<file path="src/rtl/uart_prog_loader.sv">
// UART 8N1 program loader: fills imem lines and dmem words, then raises done.
// Optional trailing checksum byte when UART_PLOADER_CHKSUM_EN is defined.
module uart_prog_loader #(
   parameter int CLKS_PER_BIT = 868,
   parameter int ADDR_LEN     = 32
) (
   input  logic                clk,
   input  logic                reset_x,
   input  logic                rxd,
   output logic [ADDR_LEN-1:0] addr,
   output logic [127:0]        data,
   output logic                we_32,
   output logic                we_128,
   output logic                done,
   output logic                err
);

   localparam int HALF = CLKS_PER_BIT / 2;
   localparam int CW   = $clog2(CLKS_PER_BIT + 1);

   typedef enum logic [2:0] {
      R_IDLE, R_START, R_DATA, R_STOP, R_WAIT
   } rx_state_t;

   typedef enum logic [2:0] {
      S_HDR_I, S_HDR_D, S_IMEM, S_DMEM, S_CHK, S_DONE
   } state_t;

`ifdef UART_PLOADER_CHKSUM_EN
   localparam state_t S_END = S_CHK;
`else
   localparam state_t S_END = S_DONE;
`endif

   logic          rxd_s1, rxd_s2;
   rx_state_t     rx_st, rx_n;
   logic [CW-1:0] cnt;
   logic [2:0]    bitn;
   logic [7:0]    shreg;
   logic          bv;
   logic          rx_err;
   logic          cnt_half, cnt_full;

   state_t        state, state_n;
   logic [3:0]    bcnt;
   logic [27:0]   icnt_r;
   logic [29:0]   dcnt_r;
   logic [7:0]    sum;
   logic [29:0]   dcnt_hdr;

   assign cnt_half = (cnt == CW'(HALF - 1));
   assign cnt_full = (cnt == CW'(CLKS_PER_BIT - 1));
   assign dcnt_hdr = {shreg, data[127:106]};
   assign done     = (state == S_DONE);

   // two-flop synchronizer for the asynchronous receive line
   always_ff @(posedge clk) begin
      if (!reset_x) begin
         rxd_s1 <= 1'b1;
         rxd_s2 <= 1'b1;
      end else begin
         rxd_s1 <= rxd;
         rxd_s2 <= rxd_s1;
      end
   end

   // receiver state register
   always_ff @(posedge clk) begin
      if (!reset_x) rx_st <= R_IDLE;
      else          rx_st <= rx_n;
   end

   // receiver next state: mid-bit sampling, glitch reject, stop check
   always_comb begin
      rx_n = rx_st;
      unique case (rx_st)
         R_IDLE:  if (!rxd_s2) rx_n = R_START;
         R_START: if (cnt_half) rx_n = rxd_s2 ? R_IDLE : R_DATA;
         R_DATA:  if (cnt_full && bitn == 3'd7) rx_n = R_STOP;
         R_STOP:  if (cnt_full) rx_n = rxd_s2 ? R_IDLE : R_WAIT;
         R_WAIT:  if (rxd_s2) rx_n = R_IDLE;
         default: rx_n = R_IDLE;
      endcase
   end

   // receiver datapath: bit timer, shift register, byte/error pulses
   always_ff @(posedge clk) begin
      if (!reset_x) begin
         cnt    <= '0;
         bitn   <= '0;
         shreg  <= '0;
         bv     <= 1'b0;
         rx_err <= 1'b0;
      end else begin
         bv     <= 1'b0;
         rx_err <= 1'b0;
         if (rx_n != rx_st || cnt_full) cnt <= '0;
         else                           cnt <= cnt + 1'b1;
         if (rx_st == R_DATA && cnt_full) begin
            shreg <= {rxd_s2, shreg[7:1]};
            bitn  <= bitn + 3'd1;
         end
         if (rx_st == R_STOP && cnt_full) begin
            bv     <= rxd_s2;
            rx_err <= !rxd_s2;
         end
      end
   end

   // loader state register
   always_ff @(posedge clk) begin
      if (!reset_x) state <= S_HDR_I;
      else          state <= state_n;
   end

   // loader next state; payload phases end after their last strobe
   always_comb begin
      state_n = state;
      unique case (state)
         S_HDR_I: if (bv && bcnt == 4'd3) state_n = S_HDR_D;
         S_HDR_D: begin
            if (bv && bcnt == 4'd3) begin
               if (icnt_r != '0)        state_n = S_IMEM;
               else if (dcnt_hdr != '0) state_n = S_DMEM;
               else                     state_n = S_END;
            end
         end
         S_IMEM: begin
            if (we_128 && icnt_r == '0)
               state_n = (dcnt_r != '0) ? S_DMEM : S_END;
         end
         S_DMEM:  if (we_32 && dcnt_r == '0) state_n = S_END;
         S_CHK:   if (bv) state_n = S_DONE;
         S_DONE:  state_n = S_DONE;
         default: state_n = S_HDR_I;
      endcase
   end

   // loader datapath: byte packing, counters, strobes, address, err
   always_ff @(posedge clk) begin
      if (!reset_x) begin
         addr   <= '0;
         data   <= '0;
         we_32  <= 1'b0;
         we_128 <= 1'b0;
         err    <= 1'b0;
         bcnt   <= '0;
         icnt_r <= '0;
         dcnt_r <= '0;
         sum    <= '0;
      end else begin
         we_32  <= 1'b0;
         we_128 <= 1'b0;
         if (rx_err) err <= 1'b1;
         if (bv && state != S_CHK && state != S_DONE)
            sum <= sum + shreg;
         unique case (state)
            S_HDR_I: begin
               if (bv) begin
                  data <= {shreg, data[127:8]};
                  bcnt <= bcnt + 4'd1;
                  if (bcnt == 4'd3) icnt_r <= {shreg, data[127:108]};
               end
            end
            S_HDR_D: begin
               if (bv) begin
                  data <= {shreg, data[127:8]};
                  bcnt <= bcnt + 4'd1;
                  if (bcnt == 4'd3) dcnt_r <= dcnt_hdr;
               end
            end
            S_IMEM: begin
               if (bv) begin
                  data <= {shreg, data[127:8]};
                  bcnt <= bcnt + 4'd1;
                  if (bcnt == 4'd15) begin
                     we_128 <= 1'b1;
                     icnt_r <= icnt_r - 28'd1;
                  end
               end
               if (we_128) addr <= addr + ADDR_LEN'(16);
            end
            S_DMEM: begin
               if (bv) begin
                  data <= {shreg, data[127:8]};
                  if (bcnt == 4'd3) begin
                     bcnt   <= '0;
                     we_32  <= 1'b1;
                     dcnt_r <= dcnt_r - 30'd1;
                  end else begin
                     bcnt <= bcnt + 4'd1;
                  end
               end
               if (we_32) addr <= addr + ADDR_LEN'(4);
            end
            S_CHK: begin
               if (bv && shreg != sum) err <= 1'b1;
            end
            default: ;
         endcase
         if (state_n != state) begin
            bcnt <= '0;
            if (state_n == S_IMEM || state_n == S_DMEM)
               data <= '0;
            if (state_n == S_DMEM)
               addr <= '0;
         end
      end
   end

endmodule

</file>
<file path="config.mk">
export PLATFORM = sky130hd
export DESIGN_NAME = uart_prog_loader
export DESIGN_NICKNAME = d
export VERILOG_FILES = /design/src/rtl/uart_prog_loader.sv
export SDC_FILE = /design/constraint.sdc
export NUM_CORES = 1
export LEC_CHECK = 0
export ABC_AREA = 1
export CORE_AREA = 4 4 163 165
export CTS_BUF_LIST = sky130_fd_sc_hd__clkbuf_16
export DETAILED_ROUTE_END_ITERATION = 7
export DIE_AREA = 0 0 167 169
export DONT_BUFFER_PORTS = 1
export GPL_ROUTABILITY_DRIVEN = 1
export PLACE_DENSITY = 0.82
export SETUP_SLACK_MARGIN = 0.3
export SLEW_MARGIN = 10
export SYNTH_ARGS = -nofsm -noshare
export SYNTH_HDL_FRONTEND = slang
export SYNTH_SLANG_ARGS = --single-unit
export TNS_END_PERCENT = 5
</file>
<file path="constraint.sdc">
create_clock -name clk -period 1.8 [get_ports clk]
set_clock_uncertainty 0.1 [all_clocks]
set_input_delay 0.36 -clock clk [delete_from_list [all_inputs] [get_ports clk]]
set_output_delay 0.36 -clock clk [all_outputs]
set_load 0.05 [all_outputs]
</file>
==> impl_metrics.toml <==
[power]
p_leak_nw = 7.966
power_density_nw_per_um2 = 573.0
ir_drop_uv = 625.1

[job]
drv_cap = 0

[synthesis]
synth_top_family_by_area = "compound AO/OA/AOI/OAI gates"
synth-compound-area-share = 0.2647
yosys.area.top_type = "dfxtp_1"
synth_ff_type = "dfxtp_1"
synth.top_cell.area_share = 0.3639
netlist_area_um2 = 14420
ys_seq_area_frac = 0.3639
yosys.area_share.adder = 0.01701
synthXorXnorAreaFrac = 0.03038
syn-mean-instance-area_um2 = 7.098
synth_edf_count = 0
synthTopCellsByArea = "dfxtp_1 (36%), nor2_1 (9.7%), a21oi_2 (9.2%)"
syn_inst = 2031
synthArstFlopShare = 0
postSynthRegisterBits = 262
synth_mux_area_frac = 0.0006944
yosys.cell_types.count = 51
yosys_warnings = 0
synth_simple_gate_area_frac = 0.2357

[worst_setup_path]
path_delay_family = "simple AND/OR/NAND/NOR gates"
critPathLaunchType = "flop"
rrSetupSlack_ps = -590
rr_endpoint = "data[59]"
critical_path_class = "reg -> reg"
regToRegStartpoint = "dcnt_r[18]"
crit_buf_inv = 3
critPathMaxStageDelay_ps = 340
cp_slowest_cell = "dfxtp_1"
cp_cell_sequence = "nor2_2 > nand2_2 > nor2_4 > nand2_1 > nor2_2 > nand3_1 > nand2_1 > inv_1 > nand3_1 > nand2_2 > nand3_4 > buf_12 > buf_16 > a21oi_4"
ff2ff_path_depth = 14
crit_path_start = "dcnt_r[18]"
crit_required_ps = 2130
cp.depth = 14
endpoint = "data[59]"
critPathMaxFanout = 10
worst_setup_path_end_kind = "flop"
cp.arrival_ps = 2720

[floorplan]
rows = 58
initial_core_util = 0.5758
die_area_um2 = 28220
coreArea_um2 = 25040
die_x_um = 167
pin_count = 167
die_h_um = 169

[timing]
hold_violations = 0
finalWorstSetupSlack_ps = -588.6
post-route-period-util = 1.327
fmax_ghz = 0.4187
rsz0062_at_grt = "yes"
period_minus_slack_ps = 2389
setup_viol = 210
slew_headroom = 0.5743
drv_slew = 0
worstMarginPinSlew_ps = 637.6
fin_setup_tns_ps = -91770

[routing]
drtAntennaViolNets = 0
wl_per_cell_um = 19.71
num_vias = 16300
route.detailed.drc = 0
first_pass_iters = 8
drtIter0Drc = 1845
drt-total-wl_um = 52930
viasPerCell = 6.070

[placement]
postPlaceCellArea_um2 = 17340
io_buffers = 0
dp.cells = 2599
detailed_place_hpwl_um = 33410
place_congestion = 0.9657

[grt]
antenna_found_initial = 3
track_usage = 0.3382
grt_max_degree = 103
first_global_vias = 15460
grt_pass1_wl_um = 79960
grt_overflow = 0

[cells_and_area]
mostFrequentLayoutCells = "nor2_1 (329), buf_4 (279), nand2_1 (229)"
final_cells = 2686
multiInputGateArea_um2 = 8610
fin_nets = 2354
final_common_cell = "nor2_1"
regArea_um2 = 5394
fill_cells = 1522
drive_above_1_share = 0.3492
synthToLayoutAreaGrowth_pct = 37.52
fin_area_um2 = 19820

[hold_path]
hp-start = "reset_x"
hp-class = "in -> reg"

[cts]
cts.sinks = 262
htreeDepth = 1
clk_pin_slew_worst_paths_ps = 70
clockBufferDepth = 3
clock_latency_ps = 570
clockRootBuffer = "clkbuf_16"
tritoncts = "yes"
cts_buffers = 28

[outcome]
violations = "negative setup slack"
outcome = "complete, but fails checks"
Yosys cell counts, drive strengths merged (6+ instances only):
cell	instances
dfxtp	262
inv	146
nand2	255
o211ai	32
a21oi	327
clkbuf	68
xnor2	22
nor3	39
nand3	86
o21ai	239
nand4	31
or2	6
buf	59
xor2	28
nor2	383
ha	18
worst register-to-register path, stage by stage (launching register included):
cell     delay, ps
dfxtp_1        340
nor2_2         210
nand2_2        130
nor2_4         140
nand2_1        140
nor2_2         150
nand3_1        100
nand2_1         80
inv_1           70
nand3_1         90
nand2_2         80
nand3_4        180
buf_12         200
buf_16         170
a21oi_4         70
flip-flops by register name (all words and copies together), names as in the netlist, 3 cells and up:
signal	count
shreg	8
dcnt_r	30
sum	8
bitn	3
addr	30
icnt_r	28
state	3
data	128
rx_st	3
bcnt	4
cnt	10
logic make-up after synthesis:
| kind of cell | after synthesis |
|---|---|
| xor+xnor | 50 |
| compound gates | 620 |
| flops | 262 |
| simple gates | 805 |
| other cells | 1 |
| mux | 1 |
| buf+inv | 273 |
| fa+ha+maj | 19 |
power breakdown:
group	switching, mW	internal, mW
registers	0.00940	5.77
logic	0.157	0.0618
clock network	2.54	2.82
total	2.70	8.66
final cells by class:
cell class / instances / area share
clock inverter: 24 / 0.005996
sequential: 262 / 0.2721
inverter: 146 / 0.02891
antenna: 2 / 0.0002525
multi-input combinational: 1497 / 0.4343
timing repair buffer: 397 / 0.2023
clock buffer: 28 / 0.03534
tap: 330 / 0.02083
what timing repair did:
| item | in CTS | in global routing |
|---|---|---|
| hold endpoints to repair | 54 | 0 |
| gates cloned | 2 | 3 |
| hold buffers | 3 | 0 |
| resized for setup | 248 | 127 |
| pin swaps | 24 | 39 |
| setup buffers | 16 | 9 |
| endpoints found under the setup margin | 420 | 420 |
worst min path at each step:
stage	to	slack [ps]	depth (start not counted)
2_1_floorplan	rxd_s2	290	1
3_3_place_gp	rxd_s2	300	1
3_5_place_dp	rxd_s2	320	1
4_1_cts	state[0]	40	3
5_1_grt	dcnt_r[1]	60	2
6_report	dcnt_r[1]	60	2
through the flow:
stage                     worst slack [ps]    util  hold WS, ps  power (mW)
after floorplan                     -66.19       -        292.5       6.052
after global placement              -464.7  0.6926        296.2       6.092
after detailed placement            -539.0  0.6926        317.3       6.096
after CTS                           -414.4  0.7685        37.85       11.30
after global routing                -670.0  0.7918        64.58       11.62
final                               -588.6  0.7918        62.88       11.36
per-layer routing:
layer,GRT usage,part of all wire,vias to the layer above
li1,-,-,7421
met1,0.4213,0.37,7563
met2,0.5557,0.46,1034
met3,0.08921,0.11,285
met4,0.1455,0.056,0
met5,0,0,-
Power figures use the tool's default switching activity.
